$ cat config.mk
export PLATFORM = sky130hd
export DESIGN_NAME = cordic_stream_ctrl
export DESIGN_NICKNAME = d
export VERILOG_FILES = /design/src/rtl/cordic_stream_ctrl.sv
export SDC_FILE = /design/constraint.sdc
export NUM_CORES = 1
export LEC_CHECK = 0
export ABC_AREA = 0
export BUFFER_PORTS_ARGS = -buffer_cell sky130_fd_sc_hd__buf_2
export CORE_UTILIZATION = 53
export DETAILED_ROUTE_END_ITERATION = 12
export PLACE_DENSITY = 0.86
export SYNTH_ARGS = -nofsm -noshare
export SYNTH_HDL_FRONTEND = slang
export SYNTH_SLANG_ARGS = --single-unit
$ cat constraint.sdc
create_clock -name CLK -period 3 [get_ports CLK]
set_input_delay 0.3 -clock CLK [delete_from_list [all_inputs] [get_ports CLK]]
set_output_delay 0.3 -clock CLK [all_outputs]
set_load 0.02 [all_outputs]
$ cat src/rtl/cordic_stream_ctrl.sv
`default_nettype none
// ============================================================================
// cordic_stream_ctrl : streams an X/Y operand pair into a CORDIC core,
//                      watches for done with a watchdog, streams A/B back out
// Revision : 1.0
// ============================================================================
module cordic_stream_ctrl #(
  parameter int DATA_W  = 13,
  parameter int TIMEOUT = 64,
  parameter int CNT_W   = 7
) (
  input  logic              CLK,
  input  logic              RESET,
  input  logic              in_valid,
  output logic              in_ready,
  input  logic [DATA_W-1:0] in_data,
  input  logic              in_mode,
  output logic              cordic_start,
  output logic              cordic_mode,
  output logic [DATA_W-1:0] cordic_x,
  output logic [DATA_W-1:0] cordic_y,
  input  logic              cordic_done,
  input  logic [DATA_W-1:0] res_a,
  input  logic [DATA_W-1:0] res_b,
  output logic              out_valid,
  input  logic              out_ready,
  output logic [DATA_W-1:0] out_data,
  output logic              out_last,
  output logic              busy,
  output logic              timeout_err
);

  localparam logic [CNT_W-1:0] LAST_CNT = CNT_W'(TIMEOUT - 1);

  typedef enum logic [2:0] {
    ST_IDLE  = 3'd0,
    ST_GET_Y = 3'd1,
    ST_START = 3'd2,
    ST_WAIT  = 3'd3,
    ST_OUT_A = 3'd4,
    ST_OUT_B = 3'd5
  } state_t;

  state_t            state_q;
  state_t            state_d;
  logic [CNT_W-1:0]  cnt_q;
  logic [DATA_W-1:0] b_q;

  always_ff @(posedge CLK) begin
    if (RESET) begin
      state_q <= ST_IDLE;
    end else begin
      state_q <= state_d;
    end
  end

  // Handshake and strobe outputs depend on the current state only.
  always_comb begin
    state_d      = state_q;
    in_ready     = 1'b0;
    cordic_start = 1'b0;
    out_valid    = 1'b0;
    out_last     = 1'b0;
    busy         = 1'b1;
    case (state_q)
      ST_IDLE: begin
        busy     = 1'b0;
        in_ready = 1'b1;
        if (in_valid) begin
          state_d = ST_GET_Y;
        end
      end
      ST_GET_Y: begin
        in_ready = 1'b1;
        if (in_valid) begin
          state_d = ST_START;
        end
      end
      ST_START: begin
        cordic_start = 1'b1;
        state_d      = ST_WAIT;
      end
      ST_WAIT: begin
        if (cordic_done) begin
          state_d = ST_OUT_A;
        end else if (cnt_q == LAST_CNT) begin
          state_d = ST_IDLE;
        end
      end
      ST_OUT_A: begin
        out_valid = 1'b1;
        if (out_ready) begin
          state_d = ST_OUT_B;
        end
      end
      ST_OUT_B: begin
        out_valid = 1'b1;
        out_last  = 1'b1;
        if (out_ready) begin
          state_d = ST_IDLE;
        end
      end
      default: begin
        state_d = ST_IDLE;
      end
    endcase
  end

  // out_data doubles as the A result register; it is reloaded with B once A
  // has been taken, and then simply holds until the next result arrives.
  always_ff @(posedge CLK) begin
    if (RESET) begin
      cordic_x    <= '0;
      cordic_y    <= '0;
      cordic_mode <= 1'b0;
      cnt_q       <= '0;
      b_q         <= '0;
      out_data    <= '0;
      timeout_err <= 1'b0;
    end else begin
      case (state_q)
        ST_IDLE: begin
          if (in_valid) begin
            cordic_x    <= in_data;
            cordic_mode <= in_mode;
            timeout_err <= 1'b0;
          end
        end
        ST_GET_Y: begin
          if (in_valid) begin
            cordic_y <= in_data;
          end
        end
        ST_START: begin
          cnt_q <= '0;
        end
        ST_WAIT: begin
          if (cordic_done) begin
            out_data <= res_a;
            b_q      <= res_b;
          end else if (cnt_q == LAST_CNT) begin
            timeout_err <= 1'b1;
          end else begin
            cnt_q <= cnt_q + 1'b1;
          end
        end
        ST_OUT_A: begin
          if (out_ready) begin
            out_data <= b_q;
          end
        end
        default: begin
        end
      endcase
    end
  end

endmodule
`default_nettype wire

## After elaboration in Yosys (flattened, before gate mapping)

Cells that the tools add are included.

- Flip-flop bits (word level): 64
- Bits of input ports: 45

- Mux-type cells: 22
- Add/subtract/negate cells: 1
- Equal/unequal tests: 15
- Reduce and logical (&&, ||, !) cells: 13

Operator list:

| operator | number |
|---|---|
| 13-bit 2-to-1 mux | 2 |
| 13-bit case mux with 2 select lines | 1 |
| 3-bit 2-to-1 mux | 6 |
| 3-bit case mux with 6 select lines | 1 |
| 2-bit inequality test (second input constant) | 8 |
| 7-bit 2-to-1 mux | 2 |
| 7-bit case mux with 2 select lines | 1 |
| 1-bit 2-to-1 mux | 8 |
| 7-bit by 1-bit adder with 7-bit output (second input constant) | 1 |
| 7-bit by 6-bit == test with 1-bit output (second input constant) | 1 |
| 3-bit by 2-bit == test with 1-bit output (second input constant) | 2 |
| 3-bit == test (second input constant) | 2 |
| 2-bit AND reduction | 3 |
| 3-bit AND reduction | 2 |
| 2-bit nonzero test | 3 |
| 5-bit AND reduction | 1 |
| 4-bit AND reduction | 1 |
| 2-bit OR reduction | 2 |
| 3-bit by 1-bit == test with 1-bit output (second input constant) | 1 |
| 3-bit logical NOT | 1 |
| 3-bit inequality test (second input constant) | 1 |
| 1-bit case mux with 2 select lines | 1 |

## Longest topological paths before layout

- Word-level depth: 4
- Mapped depth: 8

## Worst setup path after synthesis

Ideal clock, no wire load.

- Kind: register to register
- From: reg state_q[1]
- To: reg cordic_y[3]
- Slack: 1.472 ns
- Stages on the path, launching flop included: 7
- Arrival time: 1.396 ns
- Period minus slack after synthesis: 1.528 ns
- Library setup time: 0.132 ns
- Cell sequence: dfxtp_1 buf_4 nor2_1 nand3_1 clkbuf_1 nand2_1 a21oi_1

- Word-level cells in the longest chain between the ends: 2

RTL lines:

| item | line | RTL |
|---|---|---|
| start, declared | 44 | `state_t state_q;` |
| start signal, assigned | 53 | `state_q <= state_d;` |
| 3-bit by 1-bit == test with 1-bit output | 121 | `case (state_q)` |
| 2-bit AND reduction (no line) | n/a |  |
| end signal, assigned | 131 | `cordic_y <= in_data;` |
| end, declared | 21 | `output logic [DATA_W-1:0] cordic_y,` |

Every way passes these cells.
A chain may end at the register's enable or synchronous reset.

## Worst setup path after layout

- From: reg state_q[0]
- To: reg out_data[0]

- Word-level cells in the longest chain between the ends: 3
- Elaborated cells between the ends (all ways): 7
- Those cells by class: eq/ne (4); mux (1); reduce/logical (2)

RTL lines:

| item | line | RTL |
|---|---|---|
| 3-bit by 2-bit == test with 1-bit output / 3-bit == test (equally long branches) | 121 |  |
| 2-bit inequality test (no line) / 2-bit nonzero test (equally long branches) | n/a |  |
| 3-bit AND reduction (no line) | n/a |  |
| end signal, assigned | 139 | `out_data <= res_a;` |
| end signal, assigned | 149 | `out_data <= b_q;` |
| end, declared | 27 | `output logic [DATA_W-1:0] out_data,` |

Several ways; a longest one is shown, not always the timed one.

==> results.cfg <==
[status]
status = complete, no violations

[power_and_ir_drop]
internal-power_uw = 1460
p_sw_share_pct = 26.1
pwr-share-clk_pct = 39.9
power_frac_comb_pct = 13.5
power_frac_seq_pct = 46.6
power.switching_uw = 515
power_density_nw_per_um2 = 617
power_leakage_uw = 0.00133
vdd_drop_max_mv = 0.427

[global_routing]
grtUsageMet1_pct = 32.8
met3_usage_pct = 7.45
gr-total-overflow = 0
grt_pass1_wl_um = 10000
grt_max_degree = 59
grt_usage_pct = 25.6
use_met2_pct = 40.7
grt_pass1_vias = 2181
antenna_found_initial = 0
grt_busiest_layer = met2

[route]
viasPerCell = 5.35
drtIter0Drc = 132
ant_nets = 0
drc = 0
dr.pass1.iters = 4
vias = 2348
wl_per_cell_um = 13.9
routed_wl_um = 6110

[placement]
placed_cell_area_sq_um = 2980
place.gp.congestion = 0.767
portBuffers = 90
dp_cells = 423
dpl.hpwl_um = 4140

[cts]
h-tree-depth = 3
cts.clk_slew.worst_paths_ns = 0.07
postCtsHoldBufs = 0
cts_tree = built
clk_latency_ns = 0.33
post_cts_buffers = 0
clk_path_buf_depth = 2
cts_buffers = 9
cts_resized = 0
clockRootBuffer = clkbuf_8
cts.sinks = 64

[cells_and_area]
drive_gt1_share_pct = 30.5
final_cells = 439
final_common_cell = buf_2
final_cell_mix = buf_2 (90), nand2_1 (83), dfxtp_1 (64), a21oi_1 (47), nor2_1 (18)
nets = 428
syn_to_final_growth_pct = 24.6
fillers = 359
final_area_sq_um = 3200
n_antenna_cell = 0

[worst_setup_path]
worst-path-buf-inv = 0
path_class = reg2reg
cp_top_family = compound AO/OA/AOI/OAI gates
cpMaxStageDelayCell = a21o_1
start_kind = flop
reg2reg_from = state_q[0]
path_cells = and4b_1, a21o_1, nor2_1, a211oi_1
r2r_cells = 4
crit_fanout = 27
arrival_ns = 2.67
worstSetupEndpointType = flop
r2r_slack_ns = 0.57
crit_path_start = state_q[0]
slowest_delay_ns = 0.75
cp.depth = 4
cp.required_ns = 3.24

[synth]
ys_types = 36
synth-seq-cells = 64
synthCells = 300
synthArstFlopShare_pct = 0
synth_area_sq_um = 2570
ys.flop_type = dfxtp_1
synth_edf_count = 0
synth.largest_area_cell = dfxtp_1
ys_top_cells_by_area = dfxtp_1 (50%), nand2_1 (12%), a21oi_1 (9.2%)
synth_top_area_share_pct = 49.9
yosys_warnings = 0
ys_seq_area_share_pct = 49.9
avgSynthCellArea_sq_um = 8.57
syn_nets = 346

[die]
io_pins = 91
die_area_sq_um = 5130
fp.coreArea_sq_um = 4500
rows = 24
die_height_um = 71.6
die_w_um = 71.6
initial_core_util_pct = 57.1

[sta]
hold_viol = 0
grt_setup_unrepaired = false
setup_tns_ns = 0
finalCritPeriodShare_pct = 81.1
relSlewSlack_pct = 38.9
finalCriticalPeriod_ns = 2.43
timing.fmax_mhz = 411
maxSlewViolCount = 0
setup_viol = 0
clock_skew_ns = 0.00747
hold_ws_ns = 0.205
worstMarginPinSlew_ns = 0.916

[flow_run]
max_cap_viol_count = 0

[hold_path]
whs_path_depth = 3
hold_class = in2reg
min_from = res_b[8]
==> state kept, by name, summed over array words and instances (netlist names) <==
register,flops
out_data,13
cnt_q,7
cordic_x,13
b_q,13
cordic_y,13
state_q,3
timeout_err,1
cordic_mode,1
==> layout make-up <==
type | count | area [sq um] | share of cell area, %
clock inverter | 2 | 35.0 | 1.09
timing repair buffer | 93 | 473 | 14.8
inverter | 1 | 3.75 | 0.117
tap | 52 | 65.1 | 2.03
multi-input combinational | 213 | 1160 | 36.3
sequential | 64 | 1280 | 40.0
clock buffer | 14 | 183 | 5.71
==> power by group through the flow <==
stage / sequential [uW] / clock (uW) / combinational, uW
3_5_place_dp: 940 / 0 / 266
3_3_place_gp: 937 / 0 / 262
5_1_grt: 927 / 846 / 293
2_1_floorplan: 970 / 0 / 142
4_1_cts: 921 / 793 / 268
6_report: 921 / 788 / 267
==> routing by layer <==
metal | routed length [um] | share of wire [%]
met4 | 76 | 1.2
met2 | 3120 | 51
met5 | 0 | 0
met3 | 320 | 5.2
met1 | 2590 | 42
==> synthesized netlist by cell type (2+ instances only) <==
cell,count
buf_6,3
nand3_1,5
mux2i_1,14
nand2_1,83
a211oi_1,7
a211oi_2,6
dfxtp_1,64
nor2b_1,2
xor2_1,2
nor3_1,3
o21ai_0,3
or3_1,4
nor2_1,18
a21oi_1,47
clkbuf_1,10
buf_2,6
buf_4,3
nand3b_1,2
==> final timing paths <==
kind,end
max,out_data[0]
min,b_q[8]
max reg2reg,out_data[0]
min reg2reg,cordic_y[12]
==> worst register-to-register path: stages, from the launching register on <==
cell	delay, ns
dfxtp_1	0.62
and4b_1	0.58
a21o_1	0.75
nor2_1	0.13
a211oi_1	0.26
==> through the flow <==
step           utilization [%]  setup WS, ns  power, uW
4_1_cts                   71.1         0.567       1980
6_report                  71.1         0.568       1980
3_5_place_dp              66.3         0.583       1210
2_1_floorplan                -          1.47       1110
3_3_place_gp              66.3         0.767       1200
5_1_grt                   71.1         0.328       2070
==> cell families after synthesis <==
| group | count (synthesis) | share of synthesized area (%) |
|---|---|---|
| adders and majority gates | 1 | 0.487 |
| xor gates and xnor gates | 2 | 0.682 |
| AOI/OAI and AO/OA | 68 | 16.2 |
| buffers and inverters | 23 | 4.97 |
| DFF | 64 | 49.9 |
| muxes | 14 | 5.45 |
| and+or+nand+nor | 128 | 22.3 |
Power figures use the tool's default switching activity.
